<file path="config.mk">
export PLATFORM = sky130hd
export DESIGN_NAME = unified_mem_arbiter_flat
export DESIGN_NICKNAME = d
export VERILOG_FILES = /design/src/rtl/unified_mem_arbiter_if.sv /design/src/rtl/unified_mem_arbiter.sv /design/src/flat_wrapper.sv
export SDC_FILE = /design/constraint.sdc
export NUM_CORES = 1
export LEC_CHECK = 0
export CAP_MARGIN = 20
export CORE_UTILIZATION = 30
export DETAILED_ROUTE_END_ITERATION = 12
export MAX_ROUTING_LAYER = met4
export PLACE_DENSITY = 0.78
export SLEW_MARGIN = 20
export SYNTH_ARGS = -nofsm -noshare
export SYNTH_HDL_FRONTEND = slang
export SYNTH_SLANG_ARGS = --single-unit
</file>
<file path="constraint.sdc">
create_clock -name clk -period 2.2 [get_ports clk]
set_input_delay 0.44 -clock clk [delete_from_list [all_inputs] [get_ports clk]]
set_output_delay 0.44 -clock clk [all_outputs]
set_load 0.02 [all_outputs]
</file>
<file path="src/rtl/unified_mem_arbiter_if.sv">
// unified_mem_arbiter_if: core-side request/response and memory-side bus
// signals of the unified memory arbiter.
// slave  : arbiter view (serves IF/DM requests, drives the memory port)
// master : environment view (requesters and memory)
interface unified_mem_arbiter_if #(
    parameter int AW = 32,
    parameter int DW = 32
);
    logic          if_req;
    logic [AW-1:0] if_addr;
    logic          if_ack;
    logic [DW-1:0] if_rdata;
    logic          if_err;

    logic          dm_req;
    logic          dm_we;
    logic [2:0]    dm_fn3;
    logic [AW-1:0] dm_addr;
    logic [DW-1:0] dm_wdata;
    logic          dm_ack;
    logic [DW-1:0] dm_rdata;
    logic          dm_err;

    logic          mem_req;
    logic          mem_we;
    logic [AW-1:0] mem_addr;
    logic [3:0]    mem_be;
    logic [DW-1:0] mem_wdata;
    logic          mem_ack;
    logic [DW-1:0] mem_rdata;

    logic          core_stall;

    modport slave (
        input  if_req, if_addr,
        output if_ack, if_rdata, if_err,
        input  dm_req, dm_we, dm_fn3, dm_addr, dm_wdata,
        output dm_ack, dm_rdata, dm_err,
        output mem_req, mem_we, mem_addr, mem_be, mem_wdata,
        input  mem_ack, mem_rdata,
        output core_stall
    );

    modport master (
        output if_req, if_addr,
        input  if_ack, if_rdata, if_err,
        output dm_req, dm_we, dm_fn3, dm_addr, dm_wdata,
        input  dm_ack, dm_rdata, dm_err,
        input  mem_req, mem_we, mem_addr, mem_be, mem_wdata,
        output mem_ack, mem_rdata,
        input  core_stall
    );
endinterface

</file>
<file path="src/rtl/unified_mem_arbiter.sv">
// unified_mem_arbiter: shares one unified memory port between instruction
// fetch (IF) and load/store (DM). DM has fixed priority; a starvation counter
// forces an IF grant after STARVE_LIM consecutive lost arbitrations. Handles
// store byte-lane steering, load sign/zero extension and misaligned/illegal
// access detection.
// Optional: define ARB_TIMEOUT_EN to abort a memory access after TIMEOUT
// wait cycles without mem_ack.
module unified_mem_arbiter #(
    parameter int AW         = 32,
    parameter int DW         = 32,
    parameter int STARVE_LIM = 2,
    parameter int TIMEOUT    = 15
) (
    input  logic                 clk,
    input  logic                 reset,
    unified_mem_arbiter_if.slave bus
);

    typedef enum logic [1:0] {IDLE, BUSY_IF, BUSY_DM, ERR} state_t;

    localparam int SW = (STARVE_LIM < 1) ? 1 : $clog2(STARVE_LIM + 1);

    state_t        state;
    state_t        state_nx;
    logic [SW-1:0] starve_cnt;
    logic          err_dm;
    logic [1:0]    lat_off;
    logic [2:0]    lat_fn3;
    logic          lat_we;

    logic          mem_req_q;
    logic          mem_we_q;
    logic [AW-1:0] mem_addr_q;
    logic [3:0]    mem_be_q;
    logic [DW-1:0] mem_wdata_q;

    logic          starve_hit;
    logic          dm_win;
    logic          if_win;
    logic          dm_illegal;
    logic          dm_misal;
    logic          dm_bad;
    logic          if_misal;
    logic          busy;
    logic          timeout_hit;
    logic [3:0]    st_be;
    logic [DW-1:0] st_wdata;
    logic [DW-1:0] lane;
    logic [DW-1:0] load_ext;

    assign busy       = (state == BUSY_IF) || (state == BUSY_DM);
    assign starve_hit = bus.if_req && (starve_cnt == SW'(STARVE_LIM));
    assign dm_win     = bus.dm_req && !starve_hit;
    assign if_win     = bus.if_req && !dm_win;
    assign if_misal   = (bus.if_addr[1:0] != 2'b00);
    assign dm_bad     = dm_illegal || dm_misal;

    // DM legality: opcode size/sign code and natural alignment
    always_comb begin
        dm_illegal = 1'b1;
        case (bus.dm_fn3)
            3'b000, 3'b001, 3'b010: dm_illegal = 1'b0;
            3'b100, 3'b101:         dm_illegal = bus.dm_we;
            default:                dm_illegal = 1'b1;
        endcase
        dm_misal = ((bus.dm_fn3[1:0] == 2'b01) && bus.dm_addr[0]) ||
                   ((bus.dm_fn3[1:0] == 2'b10) && (bus.dm_addr[1:0] != 2'b00));
    end

    // Store lane steering: replicate narrow data to all lanes, enable selected lanes
    always_comb begin
        st_be    = 4'b1111;
        st_wdata = bus.dm_wdata;
        case (bus.dm_fn3[1:0])
            2'b00: begin
                st_be    = 4'b0001 << bus.dm_addr[1:0];
                st_wdata = {4{bus.dm_wdata[7:0]}};
            end
            2'b01: begin
                st_be    = 4'b0011 << bus.dm_addr[1:0];
                st_wdata = {2{bus.dm_wdata[15:0]}};
            end
            default: begin
                st_be    = 4'b1111;
                st_wdata = bus.dm_wdata;
            end
        endcase
    end

    // Load extraction: pick the addressed lane and extend per size/sign code
    always_comb begin
        lane = bus.mem_rdata >> {lat_off, 3'b000};
        case (lat_fn3)
            3'b000:  load_ext = {{24{lane[7]}}, lane[7:0]};
            3'b001:  load_ext = {{16{lane[15]}}, lane[15:0]};
            3'b100:  load_ext = {24'h000000, lane[7:0]};
            3'b101:  load_ext = {16'h0000, lane[15:0]};
            default: load_ext = lane;
        endcase
    end

`ifdef ARB_TIMEOUT_EN
    localparam int TW = $clog2(TIMEOUT + 1);
    logic [TW-1:0] wait_cnt;

    // Count BUSY cycles without mem_ack; cleared while IDLE so each access starts at 0
    always_ff @(posedge clk or negedge reset) begin
        if (!reset) begin
            wait_cnt <= '0;
        end else if (!busy) begin
            wait_cnt <= '0;
        end else if (!bus.mem_ack) begin
            wait_cnt <= wait_cnt + 1'b1;
        end
    end

    assign timeout_hit = busy && !bus.mem_ack && (wait_cnt == TW'(TIMEOUT - 1));
`else
    // No abort: BUSY waits indefinitely (TIMEOUT is never negative)
    assign timeout_hit = (TIMEOUT < 0);
`endif

    // FSM state register
    always_ff @(posedge clk or negedge reset) begin
        if (!reset) begin
            state <= IDLE;
        end else begin
            state <= state_nx;
        end
    end

    // FSM next state and requester-side responses
    always_comb begin
        state_nx     = state;
        bus.if_ack   = 1'b0;
        bus.if_err   = 1'b0;
        bus.if_rdata = '0;
        bus.dm_ack   = 1'b0;
        bus.dm_err   = 1'b0;
        bus.dm_rdata = '0;
        case (state)
            IDLE: begin
                if (dm_win) begin
                    state_nx = dm_bad ? ERR : BUSY_DM;
                end else if (if_win) begin
                    state_nx = if_misal ? ERR : BUSY_IF;
                end
            end
            BUSY_IF: begin
                if (bus.mem_ack) begin
                    state_nx     = IDLE;
                    bus.if_ack   = 1'b1;
                    bus.if_rdata = bus.mem_rdata;
                end else if (timeout_hit) begin
                    state_nx = ERR;
                end
            end
            BUSY_DM: begin
                if (bus.mem_ack) begin
                    state_nx     = IDLE;
                    bus.dm_ack   = 1'b1;
                    bus.dm_rdata = lat_we ? '0 : load_ext;
                end else if (timeout_hit) begin
                    state_nx = ERR;
                end
            end
            ERR: begin
                state_nx   = IDLE;
                bus.dm_ack = err_dm;
                bus.dm_err = err_dm;
                bus.if_ack = !err_dm;
                bus.if_err = !err_dm;
            end
            default: state_nx = IDLE;
        endcase
    end

    // Arbitration bookkeeping: starvation counter and latched request attributes
    always_ff @(posedge clk or negedge reset) begin
        if (!reset) begin
            starve_cnt <= '0;
            err_dm     <= 1'b0;
            lat_off    <= 2'b00;
            lat_fn3    <= 3'b000;
            lat_we     <= 1'b0;
        end else if (state == IDLE) begin
            if (if_win) begin
                starve_cnt <= '0;
                err_dm     <= 1'b0;
            end else if (dm_win) begin
                if (bus.if_req && (starve_cnt != SW'(STARVE_LIM))) begin
                    starve_cnt <= starve_cnt + 1'b1;
                end
                err_dm  <= 1'b1;
                lat_off <= bus.dm_addr[1:0];
                lat_fn3 <= bus.dm_fn3;
                lat_we  <= bus.dm_we;
            end
        end
    end

    // Registered memory port: loaded on a legal grant, request held until completion
    always_ff @(posedge clk or negedge reset) begin
        if (!reset) begin
            mem_req_q   <= 1'b0;
            mem_we_q    <= 1'b0;
            mem_addr_q  <= '0;
            mem_be_q    <= 4'b0000;
            mem_wdata_q <= '0;
        end else if (state == IDLE) begin
            if (dm_win && !dm_bad) begin
                mem_req_q   <= 1'b1;
                mem_we_q    <= bus.dm_we;
                mem_addr_q  <= {bus.dm_addr[AW-1:2], 2'b00};
                mem_be_q    <= bus.dm_we ? st_be : 4'b1111;
                mem_wdata_q <= bus.dm_we ? st_wdata : '0;
            end else if (if_win && !if_misal) begin
                mem_req_q   <= 1'b1;
                mem_we_q    <= 1'b0;
                mem_addr_q  <= {bus.if_addr[AW-1:2], 2'b00};
                mem_be_q    <= 4'b1111;
                mem_wdata_q <= '0;
            end
        end else if (busy && (bus.mem_ack || timeout_hit)) begin
            mem_req_q <= 1'b0;
        end
    end

    assign bus.mem_req    = mem_req_q;
    assign bus.mem_we     = mem_we_q;
    assign bus.mem_addr   = mem_addr_q;
    assign bus.mem_be     = mem_be_q;
    assign bus.mem_wdata  = mem_wdata_q;
    assign bus.core_stall = reset && ((bus.if_req && !bus.if_ack) ||
                                      (bus.dm_req && !bus.dm_ack));

endmodule

</file>
<file path="src/flat_wrapper.sv">
// flat-port wrapper written by rule: the top's interface ports become plain ports
module unified_mem_arbiter_flat 
#(
    parameter int AW         = 32,
    parameter int DW         = 32,
    parameter int STARVE_LIM = 2,
    parameter int TIMEOUT    = 15
)
  (clk, reset, bus_if_req, bus_if_addr, bus_if_ack, bus_if_rdata, bus_if_err, bus_dm_req, bus_dm_we, bus_dm_fn3, bus_dm_addr, bus_dm_wdata, bus_dm_ack, bus_dm_rdata, bus_dm_err, bus_mem_req, bus_mem_we, bus_mem_addr, bus_mem_be, bus_mem_wdata, bus_mem_ack, bus_mem_rdata, bus_core_stall);
  unified_mem_arbiter_if #(.AW(AW), .DW(DW)) bus_i ();
  input  logic clk;
  input  logic reset;
  input wire logic [$bits(bus_i.if_req)-1:0] bus_if_req;
  input wire logic [$bits(bus_i.if_addr)-1:0] bus_if_addr;
  output wire logic [$bits(bus_i.if_ack)-1:0] bus_if_ack;
  output wire logic [$bits(bus_i.if_rdata)-1:0] bus_if_rdata;
  output wire logic [$bits(bus_i.if_err)-1:0] bus_if_err;
  input wire logic [$bits(bus_i.dm_req)-1:0] bus_dm_req;
  input wire logic [$bits(bus_i.dm_we)-1:0] bus_dm_we;
  input wire logic [$bits(bus_i.dm_fn3)-1:0] bus_dm_fn3;
  input wire logic [$bits(bus_i.dm_addr)-1:0] bus_dm_addr;
  input wire logic [$bits(bus_i.dm_wdata)-1:0] bus_dm_wdata;
  output wire logic [$bits(bus_i.dm_ack)-1:0] bus_dm_ack;
  output wire logic [$bits(bus_i.dm_rdata)-1:0] bus_dm_rdata;
  output wire logic [$bits(bus_i.dm_err)-1:0] bus_dm_err;
  output wire logic [$bits(bus_i.mem_req)-1:0] bus_mem_req;
  output wire logic [$bits(bus_i.mem_we)-1:0] bus_mem_we;
  output wire logic [$bits(bus_i.mem_addr)-1:0] bus_mem_addr;
  output wire logic [$bits(bus_i.mem_be)-1:0] bus_mem_be;
  output wire logic [$bits(bus_i.mem_wdata)-1:0] bus_mem_wdata;
  input wire logic [$bits(bus_i.mem_ack)-1:0] bus_mem_ack;
  input wire logic [$bits(bus_i.mem_rdata)-1:0] bus_mem_rdata;
  output wire logic [$bits(bus_i.core_stall)-1:0] bus_core_stall;
  assign bus_i.if_req = bus_if_req;
  assign bus_i.if_addr = bus_if_addr;
  assign bus_if_ack = bus_i.if_ack;
  assign bus_if_rdata = bus_i.if_rdata;
  assign bus_if_err = bus_i.if_err;
  assign bus_i.dm_req = bus_dm_req;
  assign bus_i.dm_we = bus_dm_we;
  assign bus_i.dm_fn3 = bus_dm_fn3;
  assign bus_i.dm_addr = bus_dm_addr;
  assign bus_i.dm_wdata = bus_dm_wdata;
  assign bus_dm_ack = bus_i.dm_ack;
  assign bus_dm_rdata = bus_i.dm_rdata;
  assign bus_dm_err = bus_i.dm_err;
  assign bus_mem_req = bus_i.mem_req;
  assign bus_mem_we = bus_i.mem_we;
  assign bus_mem_addr = bus_i.mem_addr;
  assign bus_mem_be = bus_i.mem_be;
  assign bus_mem_wdata = bus_i.mem_wdata;
  assign bus_i.mem_ack = bus_mem_ack;
  assign bus_i.mem_rdata = bus_mem_rdata;
  assign bus_core_stall = bus_i.core_stall;
  unified_mem_arbiter #(.AW(AW), .DW(DW), .STARVE_LIM(STARVE_LIM), .TIMEOUT(TIMEOUT)) u_core (.clk(clk), .reset(reset), .bus(bus_i));
endmodule
</file>
# [Word-level counts from Yosys, hierarchy flattened]
# Index checks and enable logic that the tools add are counted.
[classes] add_sub_neg=1 n_mul=0 div=0 n_lt_le_gt_ge=0 eq_ne=17 shifts=3 mux=39 bitwise=1 reduce_logical=42
[op_table] cell="32-bit two-way mux" n=10
[op_table] cell="32-bit case mux with 4 select lines" n=1
[op_table] cell="32-bit case mux with 2 select lines" n=1
[op_table] cell="32-bit by 5-bit >> shifter with 32-bit output" n=1
[op_table] cell="2-bit two-way mux" n=7
[op_table] cell="3-bit equality test (second input constant)" n=4
[op_table] cell="1-bit logical AND" n=12
[op_table] cell="1-bit two-way mux" n=12
[op_table] cell="4-bit two-way mux" n=3
[op_table] cell="2-bit nonzero test" n=6
[op_table] cell="2-bit equality test (second input constant)" n=4
[op_table] cell="4-bit case mux with 2 select lines" n=1
[op_table] cell="2-bit AND reduction" n=4
[op_table] cell="1-bit zero test" n=7
[op_table] cell="3-bit by 1-bit equality test with 1-bit output (second input constant)" n=2
[op_table] cell="3-bit zero test" n=2
[op_table] cell="1-bit case mux with 2 select lines" n=3
[op_table] cell="2-bit case mux with 3 select lines" n=1
[op_table] cell="3-bit AND reduction" n=2
[op_table] cell="2-bit by 1-bit equality test with 1-bit output (second input constant)" n=2
[op_table] cell="2-bit zero test" n=2
[op_table] cell="1-bit logical OR" n=4
[op_table] cell="2-bit OR reduction" n=2
[op_table] cell="1-bit by 2-bit << shifter with 4-bit output (first input constant)" n=1
[op_table] cell="other kinds (9)" n=9
[totals] ff_bits=81 latchBits=0 mem_bits_rw=0 romBits=0 in_bits=137 out_inout_bits=139 wordCells=114 memories=0

# [Logic depth before layout (Yosys ltp)]
[logic_depth] ltp_word=10 ltp_mapped=8

# [Least setup slack after synthesis]
# No wires, ideal clock.
[synth_path] path_kind="reg-to-output" start="register u_core.state[0]" end="output port bus_dm_rdata[16]" arrival_ns=1.939 required_time_ns=1.760 slack_ns=-0.179 path_stages_with_launch=7 n_path_buf=1 path_cell_list="dfrtp_1 inv_1 ha_1 nand3b_2 or3b_2 clkbuf_1 o21ai_0"
[synth_between] elab_chain_cells=2
[synth_lines] item="from (decl)" line_no="unified_mem_arbiter.sv:23" rtl="state_t state;"
[synth_lines] item="from (signal assigned)" line_no="unified_mem_arbiter.sv:128" rtl="state <= state_nx;"
[synth_lines] item="2-bit equality test" line_no="unified_mem_arbiter.sv:141" rtl="case (state)"
[synth_lines] item="32-bit two-way mux" line_no="unified_mem_arbiter.sv:141"
[synth_lines] item="to (decl)" line_no="flat_wrapper.sv:24" rtl="output wire logic [$bits(bus_i.dm_rdata)-1:0] bus_dm_rdata;"
# Every way passes these cells.

# [Final worst setup path]
[layout_path] start="register u_core.lat_off[0]" end="output port bus_dm_rdata[13]"
[layout_between] elab_chain_cells=5
[layout_lines] item="from (decl)" line_no="unified_mem_arbiter.sv:27" rtl="logic [1:0] lat_off;"
[layout_lines] item="from (signal assigned)" line_no="unified_mem_arbiter.sv:195" rtl="lat_off <= bus.dm_addr[1:0];"
[layout_lines] item="32-bit by 5-bit >> shifter with 32-bit output" line_no="unified_mem_arbiter.sv:92" rtl="lane = bus.mem_rdata >> {lat_off, 3'b000};"
[layout_lines] item="32-bit case mux with 4 select lines" line_no="unified_mem_arbiter.sv:93" rtl="case (lat_fn3)"
[layout_lines] item="32-bit two-way mux" line_no="unified_mem_arbiter.sv:162" rtl="bus.dm_rdata = lat_we ? '0 : load_ext;"
[layout_lines] item="32-bit two-way mux" line_no="unified_mem_arbiter.sv:159" rtl="if (bus.mem_ack) begin"
[layout_lines] item="32-bit two-way mux" line_no="unified_mem_arbiter.sv:141"
# Every way passes these cells.

==> impl_results.html <==
<table>
<tr><th>Metric</th><th>Value</th></tr>
<tr><th colspan="2">Global routing</th></tr>
<tr><td>Total Routing Usage GR</td><td>0.2328</td></tr>
<tr><td>Maximum number of pins on one net before global-route repair</td><td>63</td></tr>
<tr><td>Initial antenna violation count</td><td>1</td></tr>
<tr><td>First-pass GRT wire length</td><td>27970 um</td></tr>
<tr><td>Number of global-route vias before repair</td><td>5242</td></tr>
<tr><td>Remaining global-route overflow</td><td>0</td></tr>
<tr><th colspan="2">Timing</th></tr>
<tr><td>Final Worst Setup Slack</td><td>-0.2138 ns</td></tr>
<tr><td>Min Tclk post-route</td><td>2.414 ns</td></tr>
<tr><td>Fmax</td><td>414.3 MHz</td></tr>
<tr><td>Worst relative slew slack</td><td>0.3522</td></tr>
<tr><td>Final clock period utilization by the worst path</td><td>1.097</td></tr>
<tr><td>Skew final</td><td>0.005207 ns</td></tr>
<tr><td>Setup-failing EPs final</td><td>25</td></tr>
<tr><td>Worst hold slack</td><td>0.08172 ns</td></tr>
<tr><td>Hold Fails Final Rpt</td><td>0</td></tr>
<tr><td>Number of pins exceeding their max-slew limit in the final report</td><td>0</td></tr>
<tr><td>Worst Max-Slew Pin Slew</td><td>0.9682 ns</td></tr>
<tr><td>Fin Setup TNS</td><td>-3.880 ns</td></tr>
<tr><td>Unrepaired setup endpoints after global routing</td><td>true</td></tr>
<tr><th colspan="2">Detailed routing</th></tr>
<tr><td>DRC</td><td>0</td></tr>
<tr><td>Detailed-route vias per instance</td><td>5.060</td></tr>
<tr><td>Total via count after detailed routing</td><td>5131</td></tr>
<tr><td>Final routed wirelength across all metal layers</td><td>17880 um</td></tr>
<tr><td>Wire per inst</td><td>17.64 um</td></tr>
<tr><td>TritonRoute pass-1 iters</td><td>4</td></tr>
<tr><td>Number of nets still failing antenna checks after routing</td><td>0</td></tr>
<tr><td>Detailed Route Iter0 Violations</td><td>187</td></tr>
<tr><th colspan="2">Worst setup path</th></tr>
<tr><td>FF-to-FF End</td><td>u_core.bus.mem_wdata[30]</td></tr>
<tr><td>Critical path data required time</td><td>1.76 ns</td></tr>
<tr><td>Maximum fanout along the worst path</td><td>8</td></tr>
<tr><td>Critical Path AT</td><td>1.97 ns</td></tr>
<tr><td>Worst setup endpoint</td><td>bus_dm_rdata[13]</td></tr>
<tr><td>Count of cells along the worst register-to-register path</td><td>8</td></tr>
<tr><td>Setup slack, reg-to-reg</td><td>0.18 ns</td></tr>
<tr><td>Critical Path End Type</td><td>primary output</td></tr>
<tr><td>Critical path startpoint category</td><td>flip-flop</td></tr>
<tr><td>Startpoint of the most critical register-to-register path</td><td>u_core.state[1]</td></tr>
<tr><td>Path type of the worst setup path</td><td>reg -&gt; out</td></tr>
<tr><td>CP Launch Point</td><td>u_core.lat_off[0]</td></tr>
<tr><th colspan="2">Clock tree</th></tr>
<tr><td>Post-CTS Hold Fix Bufs</td><td>0</td></tr>
<tr><td>Clock Latency Late Sink</td><td>0.33 ns</td></tr>
<tr><td>Inserted Clock Buffers</td><td>9</td></tr>
<tr><td>Clk Tree Root Cell</td><td>clkbuf_16</td></tr>
<tr><td>Clock input transition at the sequential cells of the worst setup and hold paths</td><td>0.06 ns</td></tr>
<tr><td># clock sinks</td><td>79</td></tr>
<tr><td>Clock tree from TritonCTS</td><td>done</td></tr>
<tr><td>Worst-case clock buffer depth</td><td>2</td></tr>
<tr><td>Level count of the clock H-tree</td><td>3</td></tr>
<tr><th colspan="2">Synth</th></tr>
<tr><td>Post-synthesis instance area</td><td>4639 um2</td></tr>
<tr><td>Cell types with the highest counts after synthesis</td><td>dfrtp_1, mux2i_1, a21oi_1, inv_1, nand2_1</td></tr>
<tr><td>Number of flops mapped to enable cells by yosys</td><td>0</td></tr>
<tr><td>Main flop type after synthesis</td><td>dfrtp_1</td></tr>
<tr><td>Library cells used by synthesis</td><td>48</td></tr>
<tr><td>Cell count after synthesis</td><td>489</td></tr>
<tr><td>FF+latch count, synth</td><td>79</td></tr>
<tr><td>Cell accounting for the most synthesized area</td><td>dfrtp_1</td></tr>
<tr><td>Count leader, synth</td><td>dfrtp_1</td></tr>
<tr><td>Synthesis Warnings</td><td>0</td></tr>
<tr><td>Top area cells in the synthesized netlist</td><td>dfrtp_1, mux2i_1, a21oi_1</td></tr>
<tr><td>Post-synthesis async set-or-reset flop share</td><td>1.000</td></tr>
<tr><td>Yosys top cell area share</td><td>0.4261</td></tr>
<tr><td>Mean instance size in the synthesized netlist</td><td>9.488 um2</td></tr>
<tr><td>Sequential area share after synthesis</td><td>0.4261</td></tr>
<tr><th colspan="2">Finish</th></tr>
<tr><td>Synthesis-to-layout area growth</td><td>85.71%</td></tr>
<tr><td>Register Area</td><td>1978 um2</td></tr>
<tr><td>Finished Layout Cells</td><td>1014</td></tr>
<tr><td>Combined area of the multi-input logic cells</td><td>2559 um2</td></tr>
<tr><td>Share of post-route cells with drive strength above 1</td><td>0.2873</td></tr>
<tr><td>Fill cell count</td><td>1319</td></tr>
<tr><td>Share of the core filled with cells</td><td>0.5689</td></tr>
<tr><td># nets final</td><td>962</td></tr>
<tr><td>Cell area after layout</td><td>8616 um2</td></tr>
<tr><th colspan="2">Floorplan</th></tr>
<tr><td>Standard-cell rows</td><td>45</td></tr>
<tr><td>Top-Level Pins</td><td>276</td></tr>
<tr><td>Core region area</td><td>15150 um2</td></tr>
<tr><td>Die span in x</td><td>126.4 um</td></tr>
<tr><td>Die span in y</td><td>126.4 um</td></tr>
<tr><td>Initial standard-cell utilization of the core</td><td>0.3063</td></tr>
<tr><td>Area of the die</td><td>15970 um2</td></tr>
<tr><th colspan="2">Placement</th></tr>
<tr><td>Post-placement cell area</td><td>8066 um2</td></tr>
<tr><td># placed instances</td><td>986</td></tr>
<tr><td>Count of buffers from port buffering</td><td>273</td></tr>
<tr><td>HPWL after DPL</td><td>13150 um</td></tr>
<tr><td>GPL Wtd Cong</td><td>0.9296</td></tr>
<tr><td>Pre-CTS worst setup slack</td><td>-0.9748 ns</td></tr>
<tr><th colspan="2">Outcome</th></tr>
<tr><td>Violated checks</td><td>setup timing</td></tr>
<tr><td>Result of the run</td><td>finished, violations left</td></tr>
<tr><th colspan="2">Power and ir drop</th></tr>
<tr><td>Overall power after layout</td><td>9.867 mW</td></tr>
<tr><td>Worst supply voltage drop on vdd</td><td>0.6766 mV</td></tr>
<tr><td>Static Leak</td><td>4.041 nW</td></tr>
<tr><td>Power density cells</td><td>1145 nW/um2</td></tr>
<tr><th colspan="2">Job</th></tr>
<tr><td>Number of max-capacitance violations reported</td><td>0</td></tr>
<tr><th colspan="2">Min path</th></tr>
<tr><td>Tightest Hold Check Type</td><td>in -&gt; async</td></tr>
</table>
cells by family (layout without fill, tap and decap cells):
family,Yosys count,count (layout),share of synthesized area
buf+inv,79,414,0.07336
simple gates,109,109,0.1313
other cells,1,3,0.0008083
fa+ha+maj,5,5,0.01348
mux,51,51,0.1122
flops,79,79,0.4261
compound gates,165,165,0.2427
layout by cell type, fill, tap and decap left out, types with 11 or more instances in the layout:
cell / count
a21oi_1: 32
a22o_1: 16
and3_1: 31
buf_2: 26
buf_4: 84
buf_6: 26
clkdlybuf4s15_2: 11
clkdlybuf4s50_1: 198
dfrtp_1: 78
inv_1: 34
mux2i_1: 40
nand2_1: 24
nand2_2: 11
nor2_1: 11
o21ai_0: 15
o22ai_1: 31
o2bb2ai_1: 16
layout make-up:
cell class | count | share of cell area
clock buffer | 13 | 0.03021
antenna | 1 | 0.0002904
clock inverter | 3 | 0.002033
tap | 188 | 0.02730
timing repair buffer | 362 | 0.3976
inverter | 36 | 0.01597
sequential | 79 | 0.2296
multi-input combinational | 332 | 0.2970
how the worst min path moves through the flow:
stage	from	endpoint	slack (ns)	depth (start not counted)
finish	reset	u_core.bus.mem_req	0.08	2
global route	reset	u_core.lat_fn3[0]	0.10	2
CTS	reset	u_core.starve_cnt[1]	0.08	2
detailed placement	reset	u_core.starve_cnt[0]	0.45	2
global placement	reset	u_core.starve_cnt[0]	0.45	2
floorplan	reset	u_core.bus.mem_addr[10]	0.14	0
registers in the layout, indices dropped and copies added (netlist names):
| name | count |
|---|---|
| u_core.lat_fn3 | 3 |
| u_core.lat_we | 1 |
| u_core.state | 2 |
| u_core.bus.mem_req | 1 |
| u_core.bus.mem_addr | 30 |
| u_core.lat_off | 2 |
| u_core.starve_cnt | 2 |
| u_core.err_dm | 1 |
| u_core.bus.mem_wdata | 32 |
| u_core.bus.mem_we | 1 |
| u_core.bus.mem_be | 4 |
power by group:
part	leakage, nW	switching, mW	internal, mW	total [mW]
Clock	0.136	0.580	0.823	1.40
Combinational	2.96	2.92	2.99	5.91
Sequential	0.946	0.416	2.14	2.55
Total	4.04	3.92	5.95	9.87
critical path: stages (launching register included):
cell and delay [ns]:
dfrtp_2 0.44, mux2i_1 0.14, mux2_4 0.27, or3_4 0.47, a21oi_4 0.19, buf_6 0.13
metal layers:
metal | wire (um) | part of all wire | global-route usage
met1 | 6924 | 0.39 | 0.2505
met2 | 8709 | 0.49 | 0.3897
met3 | 1362 | 0.076 | 0.05863
met4 | 886 | 0.050 | 0.1361
met5 | 0 | 0 | -
repair_timing:
item | 4_1_cts | 5_1_grt
gates cloned | 3 | 0
pin swaps | 11 | 10
endpoints found under the hold margin | 0 | 0
endpoints found under the setup margin | 69 | 63
resized for setup | 345 | 46
buffers inserted | 5 | 4
No activity file was read; power rests on OpenSTA's default activity.
